**config.mk**
```make
export PLATFORM = sky130hd
export DESIGN_NAME = muldiv_unit
export DESIGN_NICKNAME = d
export VERILOG_FILES = /design/src/rtl/muldiv_unit_pkg.sv /design/src/rtl/muldiv_unit_div_iter.sv /design/src/rtl/muldiv_unit.sv
export SDC_FILE = /design/constraint.sdc
export NUM_CORES = 2
export LEC_CHECK = 0
export CAP_MARGIN = 40
export CORE_ASPECT_RATIO = 1.1
export CORE_MARGIN = 2
export CORE_UTILIZATION = 45
export CTS_CLUSTER_DIAMETER = 100
export CTS_CLUSTER_SIZE = 10
export DETAILED_ROUTE_END_ITERATION = 8
export PLACE_DENSITY = 0.62
export SLEW_MARGIN = 20
export SYNTH_ARGS = -nofsm -noshare
export SYNTH_HDL_FRONTEND = slang
export SYNTH_SLANG_ARGS = --single-unit
```
**constraint.sdc**
```tcl
create_clock -name clk -period 11.3 [get_ports clk]
set_clock_uncertainty 0.15 [all_clocks]
set_input_delay 1.13 -clock clk [delete_from_list [all_inputs] [get_ports clk]]
set_output_delay 1.13 -clock clk [all_outputs]
set_load 0.02 [all_outputs]
```
**src/rtl/muldiv_unit_pkg.sv**
```systemverilog
// ============================================================================
//  Module      : muldiv_unit_pkg
//  Description : Shared definitions for the multi-cycle multiply/divide unit.
//                Holds the opcode encodings, the FSM state type and small
//                opcode-decoding helpers.
//  Revision    : 1.0 - initial release
// ============================================================================
`default_nettype none

package muldiv_unit_pkg;

    // Opcodes presented on the op port
    localparam logic [2:0] MD_MULT  = 3'd0;
    localparam logic [2:0] MD_MULTU = 3'd1;
    localparam logic [2:0] MD_DIV   = 3'd2;
    localparam logic [2:0] MD_DIVU  = 3'd3;
    localparam logic [2:0] MD_MADD  = 3'd4;
    localparam logic [2:0] MD_MSUB  = 3'd5;

    typedef enum logic [2:0] {
        ST_IDLE    = 3'd0,
        ST_MUL     = 3'd1,
        ST_ACC     = 3'd2,
        ST_DIV_RUN = 3'd3,
        ST_DIV_FIX = 3'd4,
        ST_DONE    = 3'd5
    } md_state_t;

    function automatic logic md_is_div(input logic [2:0] op);
        return (op == MD_DIV) || (op == MD_DIVU);
    endfunction

    // Everything except the two unsigned opcodes is treated as signed; the
    // unused encodings 6/7 therefore behave as a signed multiply.
    function automatic logic md_is_signed(input logic [2:0] op);
        return (op != MD_MULTU) && (op != MD_DIVU);
    endfunction

endpackage

`default_nettype wire

```
**src/rtl/muldiv_unit_div_iter.sv**
```systemverilog
// ============================================================================
//  Module      : muldiv_unit_div_iter
//  Description : WIDTH-cycle restoring divider core on unsigned magnitudes.
//                One quotient bit per cycle. done is high for one cycle once
//                all WIDTH steps have been taken; q/r hold until next start.
//  Ports       : clk, rst (async, active-high), flush (abort),
//                start (load a_mag/b_mag), a_mag, b_mag -> q, r, done
//  Revision    : 1.0 - initial release
// ============================================================================
`default_nettype none

module muldiv_unit_div_iter #(
    parameter int WIDTH = 32
) (
    input  logic             clk,
    input  logic             rst,
    input  logic             flush,
    input  logic             start,
    input  logic [WIDTH-1:0] a_mag,
    input  logic [WIDTH-1:0] b_mag,
    output logic [WIDTH-1:0] q,
    output logic [WIDTH-1:0] r,
    output logic             done
);

    localparam int CW = $clog2(WIDTH + 1);

    logic [WIDTH-1:0] r_rem;
    logic [WIDTH-1:0] r_quo;
    logic [WIDTH-1:0] r_div;
    logic [CW-1:0]    r_cnt;
    logic             r_active;

    logic [WIDTH:0]   w_shift;
    logic [WIDTH:0]   w_diff;
    logic             w_fits;

    // Partial remainder shifted left, pulling in the next dividend bit. It
    // needs one extra bit since it can reach 2*divisor-1.
    assign w_shift = {r_rem, r_quo[WIDTH-1]};
    assign w_fits  = (w_shift >= {1'b0, r_div});
    assign w_diff  = w_shift - {1'b0, r_div};

    always_ff @(posedge clk or posedge rst) begin
        if (rst) begin
            r_rem    <= '0;
            r_quo    <= '0;
            r_div    <= '0;
            r_cnt    <= '0;
            r_active <= 1'b0;
        end else if (flush) begin
            r_cnt    <= '0;
            r_active <= 1'b0;
        end else if (start) begin
            r_rem    <= '0;
            r_quo    <= a_mag;
            r_div    <= b_mag;
            r_cnt    <= CW'(WIDTH);
            r_active <= 1'b1;
        end else if (r_active) begin
            if (r_cnt != '0) begin
                r_rem <= w_fits ? w_diff[WIDTH-1:0] : w_shift[WIDTH-1:0];
                r_quo <= {r_quo[WIDTH-2:0], w_fits};
                r_cnt <= r_cnt - 1'b1;
            end else begin
                r_active <= 1'b0;
            end
        end
    end

    assign q    = r_quo;
    assign r    = r_rem;
    assign done = r_active && (r_cnt == '0);

endmodule

`default_nettype wire

```
**src/rtl/muldiv_unit.sv**
```systemverilog
// ============================================================================
//  Module      : muldiv_unit
//  Description : Multi-cycle multiply/divide unit for the EX stage. One op is
//                taken through a valid/ready handshake; a 2*WIDTH {HI,LO}
//                result is presented with a one-cycle res_valid pulse.
//  Ports       : clk, rst (async, active-high), flush,
//                op_valid/op_ready handshake, op, src_a, src_b, hilo_in,
//                res_valid, res_hilo, busy (stall), div_by_zero
//  Config      : MULDIV_ACCUM_EN - when defined, MD_MADD/MD_MSUB accumulate
//                into hilo_in with one extra cycle; otherwise they act as
//                MD_MULT and no accumulator adder exists.
//  Revision    : 1.0 - initial release
// ============================================================================
`default_nettype none

module muldiv_unit
    import muldiv_unit_pkg::*;
#(
    parameter int WIDTH   = 32,
    parameter int MUL_LAT = 2
) (
    input  logic               clk,
    input  logic               rst,
    input  logic               flush,
    input  logic               op_valid,
    output logic               op_ready,
    input  logic [2:0]         op,
    input  logic [WIDTH-1:0]   src_a,
    input  logic [WIDTH-1:0]   src_b,
    input  logic [2*WIDTH-1:0] hilo_in,
    output logic               res_valid,
    output logic [2*WIDTH-1:0] res_hilo,
    output logic               busy,
    output logic               div_by_zero
);

    localparam int MCW = $clog2(MUL_LAT + 1);

    md_state_t          r_state;
    md_state_t          w_state_nxt;

    logic               w_accept;
    logic               w_sgn;
    logic               w_acc_op;
    logic [WIDTH-1:0]   w_a_mag;
    logic [WIDTH-1:0]   w_b_mag;
    logic [WIDTH-1:0]   w_div_q;
    logic [WIDTH-1:0]   w_div_r;
    logic [WIDTH-1:0]   w_q_fix;
    logic [WIDTH-1:0]   w_r_fix;
    logic               w_div_done;
    logic [2*WIDTH-1:0] w_a_ext;
    logic [2*WIDTH-1:0] w_b_ext;
    logic [2*WIDTH-1:0] w_prod;
    logic [2*WIDTH-1:0] w_mul_out;
    logic [2*WIDTH-1:0] w_div_res;
    logic [2*WIDTH-1:0] w_res_nxt;

    logic [2*WIDTH-1:0] r_mul_pipe [MUL_LAT];
    logic [MCW-1:0]     r_mcnt;
    logic [WIDTH-1:0]   r_a;
    logic               r_q_neg;
    logic               r_r_neg;
    logic               r_dbz;
    logic [2*WIDTH-1:0] r_res_hilo;

`ifdef MULDIV_ACCUM_EN
    logic               r_acc_en;
    logic               r_acc_sub;
    logic [2*WIDTH-1:0] r_hilo;
    logic [2*WIDTH-1:0] r_acc;
`endif

    assign w_accept = op_valid && (r_state == ST_IDLE) && !flush;
    assign w_sgn    = md_is_signed(op);

    // ------------------------------------------------------------------
    // Multiply: operands are W+1-bit values (sign or zero extended); the
    // low 2W bits of their product equal the low 2W bits of the product of
    // the same values extended all the way to 2W, so the multiply is done
    // at 2W directly. Stage 0 captures the product at the accept edge,
    // so the last stage is ready in time for the DONE transition.
    // ------------------------------------------------------------------
    assign w_a_ext = {{WIDTH{w_sgn & src_a[WIDTH-1]}}, src_a};
    assign w_b_ext = {{WIDTH{w_sgn & src_b[WIDTH-1]}}, src_b};
    assign w_prod  = w_a_ext * w_b_ext;

    always_ff @(posedge clk or posedge rst) begin
        if (rst) begin
            for (int i = 0; i < MUL_LAT; i++) r_mul_pipe[i] <= '0;
        end else begin
            r_mul_pipe[0] <= w_prod;
            for (int i = 1; i < MUL_LAT; i++) r_mul_pipe[i] <= r_mul_pipe[i-1];
        end
    end

    assign w_mul_out = r_mul_pipe[MUL_LAT-1];

    // ------------------------------------------------------------------
    // Divide: magnitudes into the core, signs reapplied in DIV_FIX.
    // Signed MIN has magnitude 2^(W-1), which still fits unsigned W bits.
    // ------------------------------------------------------------------
    assign w_a_mag = (w_sgn && src_a[WIDTH-1]) ? (~src_a + 1'b1) : src_a;
    assign w_b_mag = (w_sgn && src_b[WIDTH-1]) ? (~src_b + 1'b1) : src_b;

    muldiv_unit_div_iter #(
        .WIDTH (WIDTH)
    ) u_div_iter (
        .clk   (clk),
        .rst   (rst),
        .flush (flush),
        .start (w_accept && md_is_div(op)),
        .a_mag (w_a_mag),
        .b_mag (w_b_mag),
        .q     (w_div_q),
        .r     (w_div_r),
        .done  (w_div_done)
    );

    assign w_q_fix   = r_q_neg ? (~w_div_q + 1'b1) : w_div_q;
    assign w_r_fix   = r_r_neg ? (~w_div_r + 1'b1) : w_div_r;
    // Divide by zero reports the raw dividend, not the sign-fixed remainder.
    assign w_div_res = r_dbz ? {r_a, {WIDTH{1'b1}}} : {w_r_fix, w_q_fix};

`ifdef MULDIV_ACCUM_EN
    assign w_acc_op = r_acc_en;
`else
    assign w_acc_op = 1'b0;
`endif

    // ------------------------------------------------------------------
    // FSM
    // ------------------------------------------------------------------
    always_ff @(posedge clk or posedge rst) begin
        if (rst) r_state <= ST_IDLE;
        else     r_state <= w_state_nxt;
    end

    always_comb begin
        w_state_nxt = r_state;
        w_res_nxt   = w_mul_out;
        if (flush) begin
            w_state_nxt = ST_IDLE;
        end else begin
            case (r_state)
                ST_IDLE:    if (op_valid) w_state_nxt = md_is_div(op) ? ST_DIV_RUN : ST_MUL;
                ST_MUL:     if (r_mcnt == '0) w_state_nxt = w_acc_op ? ST_ACC : ST_DONE;
                ST_ACC: begin
                    w_state_nxt = ST_DONE;
`ifdef MULDIV_ACCUM_EN
                    w_res_nxt   = r_acc;
`endif
                end
                ST_DIV_RUN: if (w_div_done) w_state_nxt = ST_DIV_FIX;
                ST_DIV_FIX: begin
                    w_state_nxt = ST_DONE;
                    w_res_nxt   = w_div_res;
                end
                ST_DONE:    w_state_nxt = ST_IDLE;
                default:    w_state_nxt = ST_IDLE;
            endcase
        end
    end

    // ------------------------------------------------------------------
    // Operand latches, multiply counter, result register
    // ------------------------------------------------------------------
    always_ff @(posedge clk or posedge rst) begin
        if (rst) begin
            r_mcnt     <= '0;
            r_a        <= '0;
            r_q_neg    <= 1'b0;
            r_r_neg    <= 1'b0;
            r_dbz      <= 1'b0;
            r_res_hilo <= '0;
`ifdef MULDIV_ACCUM_EN
            r_acc_en   <= 1'b0;
            r_acc_sub  <= 1'b0;
            r_hilo     <= '0;
            r_acc      <= '0;
`endif
        end else begin
            if (w_accept) begin
                r_mcnt    <= MCW'(MUL_LAT - 1);
                r_a       <= src_a;
                r_q_neg   <= w_sgn && (src_a[WIDTH-1] ^ src_b[WIDTH-1]);
                r_r_neg   <= w_sgn && src_a[WIDTH-1];
                r_dbz     <= md_is_div(op) && (src_b == '0);
`ifdef MULDIV_ACCUM_EN
                r_acc_en  <= (op == MD_MADD) || (op == MD_MSUB);
                r_acc_sub <= (op == MD_MSUB);
                r_hilo    <= hilo_in;
`endif
            end else if (r_state == ST_MUL && r_mcnt != '0) begin
                r_mcnt <= r_mcnt - 1'b1;
            end
`ifdef MULDIV_ACCUM_EN
            if (r_state == ST_MUL && w_state_nxt == ST_ACC)
                r_acc <= r_acc_sub ? (r_hilo - w_mul_out) : (r_hilo + w_mul_out);
`endif
            if (w_state_nxt == ST_DONE && r_state != ST_DONE)
                r_res_hilo <= w_res_nxt;
        end
    end

    assign op_ready    = (r_state == ST_IDLE);
    assign busy        = (r_state != ST_IDLE);
    assign res_valid   = (r_state == ST_DONE);
    assign div_by_zero = (r_state == ST_DONE) && r_dbz;
    assign res_hilo    = r_res_hilo;

endmodule

`default_nettype wire
```
==> insert_results.sql <==
INSERT INTO impl_metrics (metric_group, metric, value, unit) VALUES
('logic_synthesis', 'yosysTopAreaCell', 'sky130_fd_sc_hd__fa_1', ''),
('cts', 'clock-sinks', '335', ''),
('sta', 'rsz0062_at_grt', 'no', ''),
('worst_setup_path', 'critical-path-top-delay-family', 'adder cells', ''),
('logic_synthesis', 'synthFlopType', 'sky130_fd_sc_hd__dfrtp_1', ''),
('global_routing', 'grt_start_max_net_pins', '138', ''),
('routing', 'routed_vias', '41100', ''),
('logic_synthesis', 'syn-instance-count', '6012', ''),
('sta', 'max_freq', '0.0969', 'GHz'),
('final_layout', 'syn2layout_area_growth', '8.47', '%'),
('logic_synthesis', 'synthesis.area', '54500', 'um^2'),
('die', 'die_x', '336', 'um'),
('routing', 'detailedRoute.firstIterationViolations', '3004', ''),
('final_layout', 'mostFrequentLayoutCells', 'sky130_fd_sc_hd__inv_1 (1180), sky130_fd_sc_hd__fa_1 (1126), sky130_fd_sc_hd__nand2_1 (1040), sky130_fd_sc_hd__and2_1 (343), sky130_fd_sc_hd__dfrtp_1 (334)', ''),
('routing', 'vias_per_cell', '5.38', ''),
('logic_synthesis', 'share_of_the_yosys_chip_area_belonging_to_registers', '15.4', '%'),
('logic_synthesis', 'synth_async_sr_flop_share', '100', '%'),
('logic_synthesis', 'ys_top_cells_by_area', 'sky130_fd_sc_hd__fa_1 (41%), sky130_fd_sc_hd__dfrtp_1 (15%), sky130_fd_sc_hd__inv_1 (8.1%)', ''),
('die', 'fp.dieArea', '124000', 'um^2'),
('final_layout', 'number_of_fill_cells', '11300', ''),
('cts', 'tritoncts', 'done', ''),
('die', 'die_y', '369', 'um'),
('final_layout', 'most_common_cell_after_layout_fill_and_taps_aside', 'sky130_fd_sc_hd__inv_1', ''),
('routing', 'drtPass1Iterations', '5', ''),
('cts', 'clock_tree.htree_level_count', '2', ''),
('worst_setup_path', 'endpoint_of_the_lowest_slack_register_to_register_path', 'u_div_iter.r[19]', ''),
('final_layout', 'design.final.nets', '7512', ''),
('logic_synthesis', 'synth_area_per_cell', '9.07', 'um^2'),
('place', 'placement.io_buffers', '138', ''),
('sta', 'final.period_utilization', '91.4', '%'),
('global_routing', 'grt_first_pass_wirelength', '263000', 'um'),
('worst_setup_path', 'worst_setup_path_end_kind', 'flip-flop', ''),
('routing', 'total_wirelength_of_the_detailed_routed_design', '169000', 'um'),
('logic_synthesis', 'yosys_reg_bits', '335', ''),
('logic_synthesis', 'netlist-cell-type-count', '80', ''),
('place', 'globalplace.congestion', '0.950', ''),
('sta', 'final-hold-violation-count', '0', ''),
('sta', 'report.final.setup_viol', '0', ''),
('worst_setup_path', 'worst_setup_startpoint', 'op[2]', ''),
('sta', 'worst-slew-pin-transition', '0.925', 'ns'),
('sta', 'number_of_max_slew_violations_in_the_final_report', '0', ''),
('worst_setup_path', 'crit_path_max_fanout', '10', ''),
('cts', 'clock_latency_at_the_later_pin_of_the_worst_skew_pair', '0.62', 'ns'),
('worst_setup_path', 'slowest_delay', '0.58', 'ns'),
('worst_setup_path', 'cp_num_cells', '32', ''),
('cts', 'path_clk_slew', '0.06', 'ns'),
('final_layout', 'post_route_cells_drive_above_1_share', '4.61', '%'),
('sta', 'final_period_minus_worst_setup_slack', '10.32', 'ns'),
('logic_synthesis', 'number_of_nets_produced_by_synthesis', '7525', ''),
('worst_setup_path', 'arrival_time_at_the_worst_endpoint', '10.66', 'ns'),
('die', 'boundaryPins', '203', ''),
('cts', 'cts_buf_count', '40', ''),
('worst_setup_path', 'critPathLaunchType', 'input pin', ''),
('global_routing', 'grt_antenna_before_repair', '13', ''),
('cts', 'cts.path.max_buffers', '3', ''),
('die', 'design.core.area', '120000', 'um^2'),
('global_routing', 'grt_remaining_overflow', '0', ''),
('worst_setup_path', 'critical_path.slowest_cell', 'sky130_fd_sc_hd__fa_1', ''),
('cts', 'postCtsSetupRepairBufs', '0', ''),
('place', 'place.detailed.hpwl', '135000', 'um'),
('worst_setup_path', 'setup.reg_to_reg.worst_slack', '6.69', 'ns'),
('worst_setup_path', 'reg2reg_from', 'r_state[0]', ''),
('cts', 'clock_root_buffer', 'sky130_fd_sc_hd__clkbuf_16', ''),
('cts', 'cts_resized', '0', ''),
('die', 'placementRows', '133', ''),
('global_routing', 'all_layer_gr_usage', '28.2', '%'),
('worst_setup_path', 'worst-endpoint-required', '11.63', 'ns'),
('global_routing', 'grt_pass1_vias', '44100', ''),
('outcome', 'status', 'completed', ''),
('worst_setup_path', 'end_of_the_critical_path', 'r_mul_pipe[122]', ''),
('logic_synthesis', 'synth_edf_count', '0', '');
==> worst reg2reg max path, delay by kind of cell (launching register included) <==
kind | cells | cell delay [ns]
buffers and inverters | 4 | 1.07
AOI/OAI and AO/OA | 3 | 0.59
and+or+nand+nor | 7 | 2.26
DFF | 1 | 0.47
==> routing by layer <==
layer / track usage, % / wire length, um / vias to the layer above
met4: 13.9 / 9370 / 12
met1: 36.2 / 66500 / 21300
met5: 0 / 76 / -
li1: - / - / 18000
met3: 4.73 / 12800 / 355
met2: 46.3 / 79900 / 1402
==> Yosys cell counts, drive strengths merged, types with 28 or more instances <==
cell type / n
buf: 61
ha: 252
nor2: 196
nand2b: 29
fa: 1126
and2: 343
inv: 1181
clkbuf: 310
o31ai: 37
nor3: 45
a21o: 53
dfrtp: 335
xnor2: 124
o21ai: 259
xor2: 87
mux2i: 38
a21oi: 175
nand2: 1041
nand3: 28
==> area by class of cell <==
cell class,count,area (um^2),area share (%)
Antenna cell,11,27.5,0.0465
Clock buffer,43,1020,1.73
Clock inverter,5,119,0.201
Inverter,1182,4440,7.51
Multi-Input combinational cell,4124,40300,68.2
Sequential cell,335,8380,14.2
Tap cell,1620,2030,3.43
Timing Repair Buffer,316,2800,4.73
==> worst min-delay path by stage <==
stage               slack (ns)  cells after the start             from             to
CTS                       0.19                      0   r_mul_pipe[81]  w_mul_out[17]
global placement          0.18                      0  r_mul_pipe[111]  w_mul_out[47]
global route              0.19                      0  r_mul_pipe[108]  w_mul_out[44]
floorplan                 0.18                      0   r_mul_pipe[64]   w_mul_out[0]
detailed placement        0.18                      0  r_mul_pipe[116]  w_mul_out[52]
finish                    0.19                      0  r_mul_pipe[108]  w_mul_out[44]
==> logic make-up after synthesis <==
logic type / synth area share [%]
xor+xnor: 3.39
fa+ha+maj: 47.1
buf+inv: 10.7
simple gates: 15.3
flops: 15.4
compound gates: 7.37
mux: 0.697
==> per-stage QoR <==
stage               std cells  utilization [%]  worst slack [ns]  hold WS, ns  area, um^2
floorplan                6012                -             0.738        0.181       54500
global placement         7554             48.1             0.444        0.181       57700
detailed placement       7568             48.2             0.367        0.185       57800
CTS                      7616             49.2             0.976        0.186       59000
global route             7626             49.3             0.484        0.193       59100
finish                   7636             49.3             0.977        0.191       59200
==> sequential cells by signal (all words and copies together) (netlist names), 2 cells and up <==
register / flops
u_div_iter.r: 32
u_div_iter.r_cnt: 6
r_a: 32
u_div_iter.r_div: 32
w_mul_out: 64
r_mcnt: 2
r_state: 3
r_mul_pipe: 64
u_div_iter.q: 32
res_hilo: 64
Power is not shown: default switching activity piles up to over one toggle a cycle in this logic, so the estimate is an artifact.
